`config.mk`:
```
export PLATFORM = sky130hd
export DESIGN_NAME = bus_tx_framer
export DESIGN_NICKNAME = d
export VERILOG_FILES = /design/src/rtl/bus_pkg.sv /design/src/rtl/byte_fifo.sv /design/src/rtl/bus_tx_framer.sv
export SDC_FILE = /design/constraint.sdc
export NUM_CORES = 1
export LEC_CHECK = 0
export CORE_MARGIN = 2
export CORE_UTILIZATION = 35
export DETAILED_ROUTE_END_ITERATION = 8
export DONT_BUFFER_PORTS = 1
export SETUP_SLACK_MARGIN = 0.4
export SYNTH_ARGS = -nofsm -noshare
export SYNTH_HDL_FRONTEND = slang
export SYNTH_HIERARCHICAL = 1
export SYNTH_SLANG_ARGS = --single-unit
```
`constraint.sdc`:
```
create_clock -name i_clk -period 9.76 [get_ports i_clk]
set_input_delay 1.952 -clock i_clk [delete_from_list [all_inputs] [get_ports i_clk]]
set_output_delay 1.952 -clock i_clk [all_outputs]
set_load 0.01 [all_outputs]
```
`src/rtl/bus_pkg.sv`:
```
// -----------------------------------------------------------------------------
// bus_pkg
// Shared definitions for the data_bus endpoint transmit path.
//   state_t      : transmit framer FSM states
//   HDR_*        : bit positions of the header fields
//   CONTROL_ID   : reserved controller endpoint ID
//   NO_OWNER     : arbiter encoding for "bus not owned"
//   make_header  : packs destination/source/opcode into a header byte
// -----------------------------------------------------------------------------
package bus_pkg;

  typedef enum logic [2:0] {
    IDLE  = 3'd0,
    HDR   = 3'd1,
    PAY   = 3'd2,
    ACK   = 3'd3,
    ABORT = 3'd4
  } state_t;

  // Header layout: {2'b00, dest[1:0], src[1:0], op[1:0]}
  localparam int HDR_OP  = 0;
  localparam int HDR_SRC = 2;
  localparam int HDR_DST = 4;

  localparam logic [1:0] CONTROL_ID = 2'b11;
  localparam logic [2:0] NO_OWNER   = 3'd7;

  function automatic logic [7:0] make_header(input logic [1:0] dest,
                                             input logic [1:0] src,
                                             input logic [1:0] op);
    logic [7:0] hdr;
    hdr                = 8'h00;
    hdr[HDR_DST +: 2]  = dest;
    hdr[HDR_SRC +: 2]  = src;
    hdr[HDR_OP  +: 2]  = op;
    return hdr;
  endfunction

endpackage

```
`src/rtl/byte_fifo.sv`:
```
// -----------------------------------------------------------------------------
// byte_fifo
// Synchronous byte FIFO with first-word-fall-through head and occupancy count.
// Ports:
//   i_clk, i_rst     : clock, synchronous active-high reset (flushes pointers)
//   i_push, i_data   : write strobe and byte; ignored while full
//   i_pop            : remove head byte; ignored while empty
//   o_head           : current head byte (valid while o_count != 0)
//   o_count          : number of stored bytes, 0..DEPTH
//   o_full           : o_count == DEPTH
// -----------------------------------------------------------------------------
module byte_fifo
  import bus_pkg::*;
#(
  parameter  int DEPTH = 16,
  localparam int LW    = $clog2(DEPTH) + 1,
  localparam int AW    = $clog2(DEPTH)
) (
  input  logic          i_clk,
  input  logic          i_rst,
  input  logic          i_push,
  input  logic [7:0]    i_data,
  input  logic          i_pop,
  output logic [7:0]    o_head,
  output logic [LW-1:0] o_count,
  output logic          o_full
);

  logic [7:0]    r_mem [DEPTH];
  logic [AW-1:0] r_wr_ptr;
  logic [AW-1:0] r_rd_ptr;
  logic [LW-1:0] r_count;
  logic          w_push;
  logic          w_pop;

  // Qualify strobes so a misbehaving caller can never corrupt the count.
  always_comb begin
    w_push = i_push && (r_count != LW'(DEPTH));
    w_pop  = i_pop  && (r_count != LW'(0));
  end

  // Byte storage; validity is tracked by the pointers, so no reset is needed.
  always_ff @(posedge i_clk) begin
    if (w_push) begin
      r_mem[r_wr_ptr] <= i_data;
    end
  end

  // Pointer and occupancy bookkeeping; pointers wrap naturally (DEPTH is 2^n).
  always_ff @(posedge i_clk) begin
    if (i_rst) begin
      r_wr_ptr <= AW'(0);
      r_rd_ptr <= AW'(0);
      r_count  <= LW'(0);
    end else begin
      if (w_push) begin
        r_wr_ptr <= r_wr_ptr + AW'(1);
      end
      if (w_pop) begin
        r_rd_ptr <= r_rd_ptr + AW'(1);
      end
      case ({w_push, w_pop})
        2'b10:   r_count <= r_count + LW'(1);
        2'b01:   r_count <= r_count - LW'(1);
        default: r_count <= r_count;
      endcase
    end
  end

  assign o_head  = r_mem[r_rd_ptr];
  assign o_count = r_count;
  assign o_full  = (r_count == LW'(DEPTH));

endmodule

```
`src/rtl/bus_tx_framer.sv`:
```
// -----------------------------------------------------------------------------
// bus_tx_framer
// Transmit stage for one data_bus endpoint. Buffers payload bytes, admits a
// transfer request only once the whole payload is buffered, then sends one
// header byte plus `len` payload bytes under the send_ready handshake and
// pulses ack to release the bus. A stall timer aborts transfers that the bus
// never grants and discards their unsent payload.
// Ports:
//   i_clk, i_rst                 : clock, synchronous active-high reset
//   i_my_id                      : this endpoint's static ID (header source)
//   i_wr_valid, i_wr_data        : payload byte write; o_wr_ready = not full
//   i_req_valid/_dest/_op/_len   : transfer request; o_req_ready = accepted
//   o_send_valid, o_send_data    : byte offered to the bus
//   i_send_ready                 : bus takes the byte this cycle
//   o_ack                        : one-cycle end-of-transfer / bus release
//   o_busy                       : FSM not idle
//   o_done                       : normal completion pulse (with o_ack)
//   o_err                        : rejected request or aborted transfer pulse
// -----------------------------------------------------------------------------
module bus_tx_framer
  import bus_pkg::*;
#(
  parameter  int DEPTH   = 16,
  parameter  int TIMEOUT = 64,
  localparam int LW      = $clog2(DEPTH) + 1
) (
  input  logic          i_clk,
  input  logic          i_rst,
  input  logic [1:0]    i_my_id,
  input  logic          i_wr_valid,
  input  logic [7:0]    i_wr_data,
  output logic          o_wr_ready,
  input  logic          i_req_valid,
  input  logic [1:0]    i_req_dest,
  input  logic [1:0]    i_req_op,
  input  logic [LW-1:0] i_req_len,
  output logic          o_req_ready,
  output logic          o_send_valid,
  output logic [7:0]    o_send_data,
  input  logic          i_send_ready,
  output logic          o_ack,
  output logic          o_busy,
  output logic          o_done,
  output logic          o_err
);

  localparam int SW = $clog2(TIMEOUT + 1);

  state_t        r_state;
  logic [7:0]    r_hdr;
  logic [LW-1:0] r_len;
  logic [LW-1:0] r_remaining;
  logic [SW-1:0] r_stall;
  logic          r_send_valid;
  logic          r_ack;
  logic          r_done;
  logic          r_err;
  logic          r_busy;

  logic [7:0]    w_head;
  logic [LW-1:0] w_count;
  logic          w_full;
  logic          w_push;
  logic          w_pop;
  logic          w_beat;
  logic          w_req_fire;
  logic          w_req_bad;
  logic          w_stall_hit;

  byte_fifo #(
    .DEPTH (DEPTH)
  ) u_fifo (
    .i_clk   (i_clk),
    .i_rst   (i_rst),
    .i_push  (w_push),
    .i_data  (i_wr_data),
    .i_pop   (w_pop),
    .o_head  (w_head),
    .o_count (w_count),
    .o_full  (w_full)
  );

  // Handshake decode, admission check and stall detection.
  always_comb begin
    w_push = i_wr_valid && !w_full;
    w_beat = r_send_valid && i_send_ready;
    // Held low during reset so admission is first evaluated after rst drops.
    if (!i_rst && (r_state == IDLE)) begin
      o_req_ready = (i_req_len == LW'(0)) || (w_count >= i_req_len);
    end else begin
      o_req_ready = 1'b0;
    end
    w_req_fire = i_req_valid && o_req_ready;
    w_req_bad  = (i_req_len == LW'(0)) || (i_req_len > LW'(DEPTH));
    // The stall that brings the counter up to TIMEOUT triggers the abort.
    w_stall_hit = r_send_valid && !i_send_ready && (r_stall == SW'(TIMEOUT - 1));
    if (r_state == ABORT) begin
      w_pop = 1'b1;
    end else begin
      w_pop = (r_state == PAY) && w_beat;
    end
  end

  // Output byte mux: only registered header and FIFO storage feed send_data.
  always_comb begin
    case (r_state)
      HDR:     o_send_data = r_hdr;
      PAY:     o_send_data = w_head;
      default: o_send_data = 8'h00;
    endcase
  end

  // Framer FSM with registered handshake and status outputs.
  always_ff @(posedge i_clk) begin
    if (i_rst) begin
      r_state      <= IDLE;
      r_hdr        <= 8'h00;
      r_len        <= LW'(0);
      r_remaining  <= LW'(0);
      r_stall      <= SW'(0);
      r_send_valid <= 1'b0;
      r_ack        <= 1'b0;
      r_done       <= 1'b0;
      r_err        <= 1'b0;
      r_busy       <= 1'b0;
    end else begin
      r_ack  <= 1'b0;
      r_done <= 1'b0;
      r_err  <= 1'b0;
      case (r_state)
        IDLE: begin
          if (w_req_fire) begin
            if (w_req_bad) begin
              r_err <= 1'b1;
            end else begin
              r_hdr        <= make_header(i_req_dest, i_my_id, i_req_op);
              r_len        <= i_req_len;
              r_stall      <= SW'(0);
              r_send_valid <= 1'b1;
              r_busy       <= 1'b1;
              r_state      <= HDR;
            end
          end
        end
        HDR: begin
          if (w_beat) begin
            r_remaining <= r_len;
            r_stall     <= SW'(0);
            r_state     <= PAY;
          end else if (w_stall_hit) begin
            // Nothing sent yet: the whole payload must be discarded.
            r_remaining  <= r_len;
            r_stall      <= SW'(TIMEOUT);
            r_send_valid <= 1'b0;
            r_ack        <= 1'b1;
            r_err        <= 1'b1;
            r_state      <= ABORT;
          end else if (r_stall != SW'(TIMEOUT)) begin
            r_stall <= r_stall + SW'(1);
          end else begin
            r_stall <= r_stall;
          end
        end
        PAY: begin
          if (w_beat) begin
            r_stall     <= SW'(0);
            r_remaining <= r_remaining - LW'(1);
            if (r_remaining == LW'(1)) begin
              r_send_valid <= 1'b0;
              r_ack        <= 1'b1;
              r_done       <= 1'b1;
              r_state      <= ACK;
            end
          end else if (w_stall_hit) begin
            r_stall      <= SW'(TIMEOUT);
            r_send_valid <= 1'b0;
            r_ack        <= 1'b1;
            r_err        <= 1'b1;
            r_state      <= ABORT;
          end else if (r_stall != SW'(TIMEOUT)) begin
            r_stall <= r_stall + SW'(1);
          end else begin
            r_stall <= r_stall;
          end
        end
        ACK: begin
          r_busy  <= 1'b0;
          r_state <= IDLE;
        end
        ABORT: begin
          // One unsent byte leaves the FIFO per cycle.
          r_remaining <= r_remaining - LW'(1);
          if (r_remaining == LW'(1)) begin
            r_busy  <= 1'b0;
            r_state <= IDLE;
          end
        end
        default: begin
          r_send_valid <= 1'b0;
          r_busy       <= 1'b0;
          r_state      <= IDLE;
        end
      endcase
    end
  end

  assign o_wr_ready   = !w_full;
  assign o_send_valid = r_send_valid;
  assign o_ack        = r_ack;
  assign o_done       = r_done;
  assign o_err        = r_err;
  assign o_busy       = r_busy;

endmodule

```
==> flow_metrics.env <==
export IMPL_arrival_ns=2.98
export IMPL_reg2reg_slack_ns=5.60
export IMPL_final_period_utilization_pct=50.6
export IMPL_clock_path_buffers=2
export IMPL_cts_tree="done"
export IMPL_cts_bufs_inserted=17
export IMPL_synth_yosys_seq_area_share_pct=62.6
export IMPL_wl_per_cell_um=17.6
export IMPL_antenna_diode_count=0
export IMPL_die_x_um=152
export IMPL_route_met3_wl_um=759
export IMPL_static_leakage_power_nw=2.82
export IMPL_outcome="finished, final reports clean"
export IMPL_worstSkewPairLatency_ns=0.43
export IMPL_drt_pass1_iter_count=7
export IMPL_setup_viol=0
export IMPL_finalClockSkew_ns=0.0120
export IMPL_slew_limit_headroom_pct=23.6
export IMPL_placement_io_buffers=0
export IMPL_gp_congestion=0.823
export IMPL_grt_overflow=0
export IMPL_cts_resized=0
export IMPL_final_max_slew_viol_count=0
export IMPL_pin_count=39
export IMPL_numPlacedInstances=795
export IMPL_power_density_nw_per_um2=181
export IMPL_wl_met1_um=6650
export IMPL_critical_path_endpoint_type="primary output"
export IMPL_post_dp_hpwl_um=10200
export IMPL_grt_pass1_vias=4304
export IMPL_worst_slew_pin_transition_ns=1.15
export IMPL_cts_htree_levels=4
export IMPL_yosysUniqueCellTypes=56
export IMPL_critical_path_max_stage_delay_ns=0.33
export IMPL_routed_via_density=5.25
export IMPL_layout_area_growth_over_synthesis_pct=11.9
export IMPL_dr_total_vias=4343
export IMPL_yosys_register_bits=176
export IMPL_post_cts_hold_buffers=0
export IMPL_fraction_of_layout_instances_using_a_drive_strength_above_1_pct=15.9
export IMPL_filler_cell_count=1931
export IMPL_worst_path_max_fanout=3
export IMPL_path_category_of_the_worst_min_delay_check="reg -> reg"
export IMPL_holdPathStages=2
export IMPL_async_reset_ff_share_pct=0
export IMPL_maximum_number_of_pins_on_one_net_before_global_route_repair=47
export IMPL_grt_first_pass_wirelength_um=23400
export IMPL_clk_pin_slew_ns=0.07
export IMPL_cts_num_sinks=176
export IMPL_synth_net_count=577
export IMPL_setup_repair_after_global_routing_missed_its_margin="no"
export IMPL_setup_worst_path_start_class="input pin"
export IMPL_finalNonFillerCells=827
export IMPL_post_synth_cell_area_avg_um2=14.3
export IMPL_number_of_antenna_violations_at_the_first_check_in_global_routing=0
export IMPL_setup_tns_final_ns=0
export IMPL_synth_warnings=6
export IMPL_fin_crit_ns=4.94
export IMPL_timing_critical_path_required_ns=7.81
export IMPL_initial_core_util_pct=35.4
export IMPL_postCtsSetupBuffers=0
export IMPL_cts_root_buffer="clkbuf_16"
export IMPL_worst_r2r_path_depth=10
export IMPL_post_route_drc_count=0
export IMPL_grt_usage_pct=12.9
export IMPL_cell_chain_critical_path="inv_1, ha_1, nand2_1, o21ai_1, nand3_1, a21oi_1"
export IMPL_maxClockFrequency_mhz=203
export IMPL_wirelength_um=14500
export IMPL_drtAntennaViolNets=0
export IMPL_synth_ff_type="edfxtp_1"
export IMPL_highest_signal_layer="met4"
export IMPL_final_nets=575
export IMPL_postSynthCellCount=536
export IMPL_preCtsSetupSlack_ns=4.64
export IMPL_mostFrequentLayoutCells="edfxtp_1, nor2_1, dfxtp_1, mux4_2, nand2_1"
export IMPL_std_cell_rows=54
export IMPL_core_area_um2=21700
export IMPL_hold_violations=0
export IMPL_die_height_um=152
export IMPL_cap_viol_max_count=0
export IMPL_critical_path_slowest_cell="a21oi_1"
export IMPL_floorplan_die_area_um2=23100
export IMPL_layout_cells_most_common="edfxtp_1"
export IMPL_ir_drop_uv=101
export IMPL_synth_enable_flop_cells=128
export IMPL_final_worst_setup_slack_ns=4.82
export IMPL_criticalPathCategory="in -> out"
export IMPL_met2RoutedLength_um=7040
export IMPL_detailedRoute_firstIterationViolations=387
export IMPL_syn_cell_area_um2=7670
## flip-flops by register name, summed over array words and instances, names as in the netlist, named ones only
register	count
u_fifo/r_mem	128
r_state	3
o_err	1
o_busy	1
u_fifo/r_wr_ptr	4
o_done	1
r_stall	7
u_fifo/o_count	5
r_len	5
o_send_valid	1
r_remaining	5
r_hdr	6
o_ack	1
u_fifo/r_rd_ptr	4
## cell usage after synthesis (5+ instances only)
master,n,area [µm²]
clkbuf_1,18,67.6
nand2_1,27,101
nor2_1,63,236
a21oi_1,14,70.1
o21ai_1,5,25.0
ha_1,17,213
edfxtp_1,128,3840
a22oi_1,8,60.1
o21ai_0,6,30.0
dfxtp_1,48,961
xor2_1,6,52.6
nor3_1,10,50.1
nor2b_1,9,56.3
mux4_2,40,901
nor4_1,5,31.3
nand2b_1,11,68.8
buf_2,5,25.0
nand3_1,8,40.0
o22ai_1,5,31.3
inv_1,19,71.3
xnor2_1,6,52.6
mux2i_1,18,180
## per-stage QoR
| step | cell area, µm² | hold WS, ns | power (mW) | utilization (%) |
|---|---|---|---|---|
| final | 8580 | 0.488 | 1.55 | 39.6 |
| after global routing | 8580 | 0.514 | 1.61 | 39.6 |
| after CTS | 8580 | 0.492 | 1.57 | 39.6 |
| after detailed placement | 7950 | 0.481 | 0.885 | 36.7 |
| after global placement | 7950 | 0.472 | 0.882 | 36.7 |
| after floorplan | 7670 | 0.449 | 0.872 | - |
## metal layers
metal	global-route usage (%)	up-vias
met3	3.96	10
li1	-	2047
met2	20.8	101
met5	0	-
met1	16.8	2185
met4	3.65	0
## worst paths after layout
path	startpoint	end
hold reg to reg	r_remaining[1]$_SDFFE_PP0P_	r_remaining[1]$_SDFFE_PP0P_
hold / removal	r_remaining[1]$_SDFFE_PP0P_	r_remaining[1]$_SDFFE_PP0P_
setup reg to reg	r_state[2]$_SDFFE_PP0P_	u_fifo/o_count[4]$_SDFFE_PP0P_
setup / recovery	i_req_len[2]	o_req_ready
## worst max-delay path, delay by kind of cell
family	cells	cell delay [ns]
compound gates	2	0.54
buf+inv	1	0.02
fa+ha+maj	1	0.29
simple gates	2	0.18
## report_power, final
| part | total (mW) | internal [mW] | switching (mW) |
|---|---|---|---|
| clock | 0.685 | 0.353 | 0.333 |
| combinational | 0.0465 | 0.0213 | 0.0252 |
| sequential | 0.821 | 0.812 | 0.00935 |
| total | 1.55 | 1.19 | 0.367 |
## cell type report
| cell class | count | area (µm²) | share of cell area (%) |
|---|---|---|---|
| flip-flops and latches | 176 | 4810 | 56.0 |
| multi-input cells | 315 | 2680 | 31.3 |
| clock buffers | 17 | 425 | 4.96 |
| well taps | 280 | 350 | 4.08 |
| clock inverters | 15 | 205 | 2.39 |
| inverters | 19 | 71.3 | 0.831 |
| repair buffers | 5 | 37.5 | 0.438 |
## cells by family (layout without fill, tap and decap cells)
logic type / count (synthesis) / in the layout / synth area share [%]
buffers and inverters: 45 / 56 / 2.38
AND/OR/NAND/NOR: 163 / 163 / 10.8
flip-flops: 176 / 176 / 62.6
adder cells (fa/ha/maj): 17 / 17 / 2.77
AO/OA/AOI/OAI: 63 / 63 / 5.63
XOR/XNOR: 12 / 12 / 1.37
multiplexers: 60 / 60 / 14.4
Note: power is estimated with default switching activity, not from simulation.
==> patch: new RTL, same flow settings <==
Change the package constant `HDR_SRC` from 2 to 1.
--- a/src/rtl/bus_pkg.sv
+++ b/src/rtl/bus_pkg.sv
@@ -20,5 +20,5 @@
   // Header layout: {2'b00, dest[1:0], src[1:0], op[1:0]}
   localparam int HDR_OP  = 0;
-  localparam int HDR_SRC = 2;
+  localparam int HDR_SRC = 1;
   localparam int HDR_DST = 4;
 
Formal check against the unedited RTL: not equivalent (a bounded check fails within 4 cycles, from zero or initial values and one cycle with i_rst high).
==> patch against the unedited design <==
Final area is 2.1% lower. Setup slack lost 0.075 ns. Sequential cell count shrank 1. Die area fell by 0.96%. Total power shrank 5.3%. Maximum frequency fell by 1.5%. Wire length increased by 6.2%. Area after synthesis fell by 0.98%. Critical endpoint unchanged. Largest power group unchanged.
==> patch: results (changes against the unedited design) <==
| Metric | Value |
|---|---|
| Status | `finished clean` |
| Peak VDD IR | `122 uV (+21%)` |
| 1st-pass router iterations | `4 (-3)` |
| Hold endpoint | `r_remaining[1]` |
| Worst R2R Start | `r_state[1]` |
| Sequential share of the synthesized area | `63.0% (+0.36 points)` |
| Largest net degree at the start of global routing | `42 (-11%)` |
| Syn_nets | `563 (-2.4%)` |
| Switch share | `21.6% (-2.1 points)` |
| Synth cell count leaders | `edfxtp_1, nor2_1, dfxtp_1, mux4_2, nand2_1` |
| Clock Skew | `0.00924 ns (-0.00275 ns)` |
| Ratio of cells with drive above 1 in the final layout | `15.7% (-0.20 points)` |
| GR Util All Layers | `14.1% (+1.2 points)` |
| Iteration-0 DRC Markers | `225 (-42%)` |
| Slew headroom | `30.8% (+7.2 points)` |
| Inst Count DP | `778 (-2.1%)` |
| FF-to-FF path depth | `11 (+1)` |
| Largest regs | `u_fifo/r_mem (128), r_stall (7)` |
| Register area | `4790 um2 (-0.44%)` |
| Mean number of vias per cell | `5.40 (+2.8%)` |
| Clk pwr share | `42.1% (-2.0 points)` |
| Flop pwr share | `55.3% (+2.4 points)` |
| Global-route wire length before repair | `23.6 mm (+0.88%)` |
| Clock period minus worst slack | `5.01 ns (+0.0746 ns)` |
| R2R setup slack | `6.14 ns (+0.54 ns)` |
| Avg Inst Size Synth | `14.5 um2 (+1.7%)` |
| Placed instance area | `7870 um2 (-1.0%)` |
| Pre-CTS WS | `4.76 ns (+0.124 ns)` |
| Post-Route WL | `15.4 mm (+6.2%)` |
| Crit path DAT | `3.06 ns (+0.08 ns)` |
| Via Count | `4374 (+0.71%)` |
| Placer congestion estimate | `0.815 (-0.89%)` |
| Ranking of synthesized cells by area | `edfxtp_1, dfxtp_1, mux4_2` |
| Dpl hpwl | `10.2 mm (+0.51%)` |
| LEAKAGE | `2.77 nW (-1.7%)` |
| Fillers | `1915 (-0.83%)` |
| Total power | `1.47 mW (-5.3%)` |
patch: layer usage:
metal	GRT usage [%]	wire [um]	vias to the layer above
met4	4.07	155	0
li1	-	-	2007
met2	23.5	7390	115
met1	18.2	6900	2238
met5	0	0	-
met3	3.73	964	14
patch: cell families after synthesis:
logic type	count (synthesis)	synth area share [%]
AOI/OAI and AO/OA	65	5.78
xor gates and xnor gates	13	1.50
adders and majority gates	17	2.80
buffers and inverters	42	2.49
DFF	175	63.0
muxes	59	14.4
and+or+nand+nor	151	10.0
patch: layout make-up:
| cell class | count | area share, % |
|---|---|---|
| Clock buffer | 18 | 5.11 |
| Clock inverter | 14 | 1.24 |
| Inverter | 18 | 0.804 |
| Multi-Input combinational cell | 305 | 31.3 |
| Sequential cell | 175 | 57.0 |
| Tap cell | 275 | 4.10 |
| Timing Repair Buffer | 5 | 0.447 |
patch: critical path, cell delays in order:
cell and delay (ns):
inv_1 0.02, ha_1 0.30, a21o_1 0.17, a31oi_1 0.19, o21ai_0 0.20, and2_1 0.23
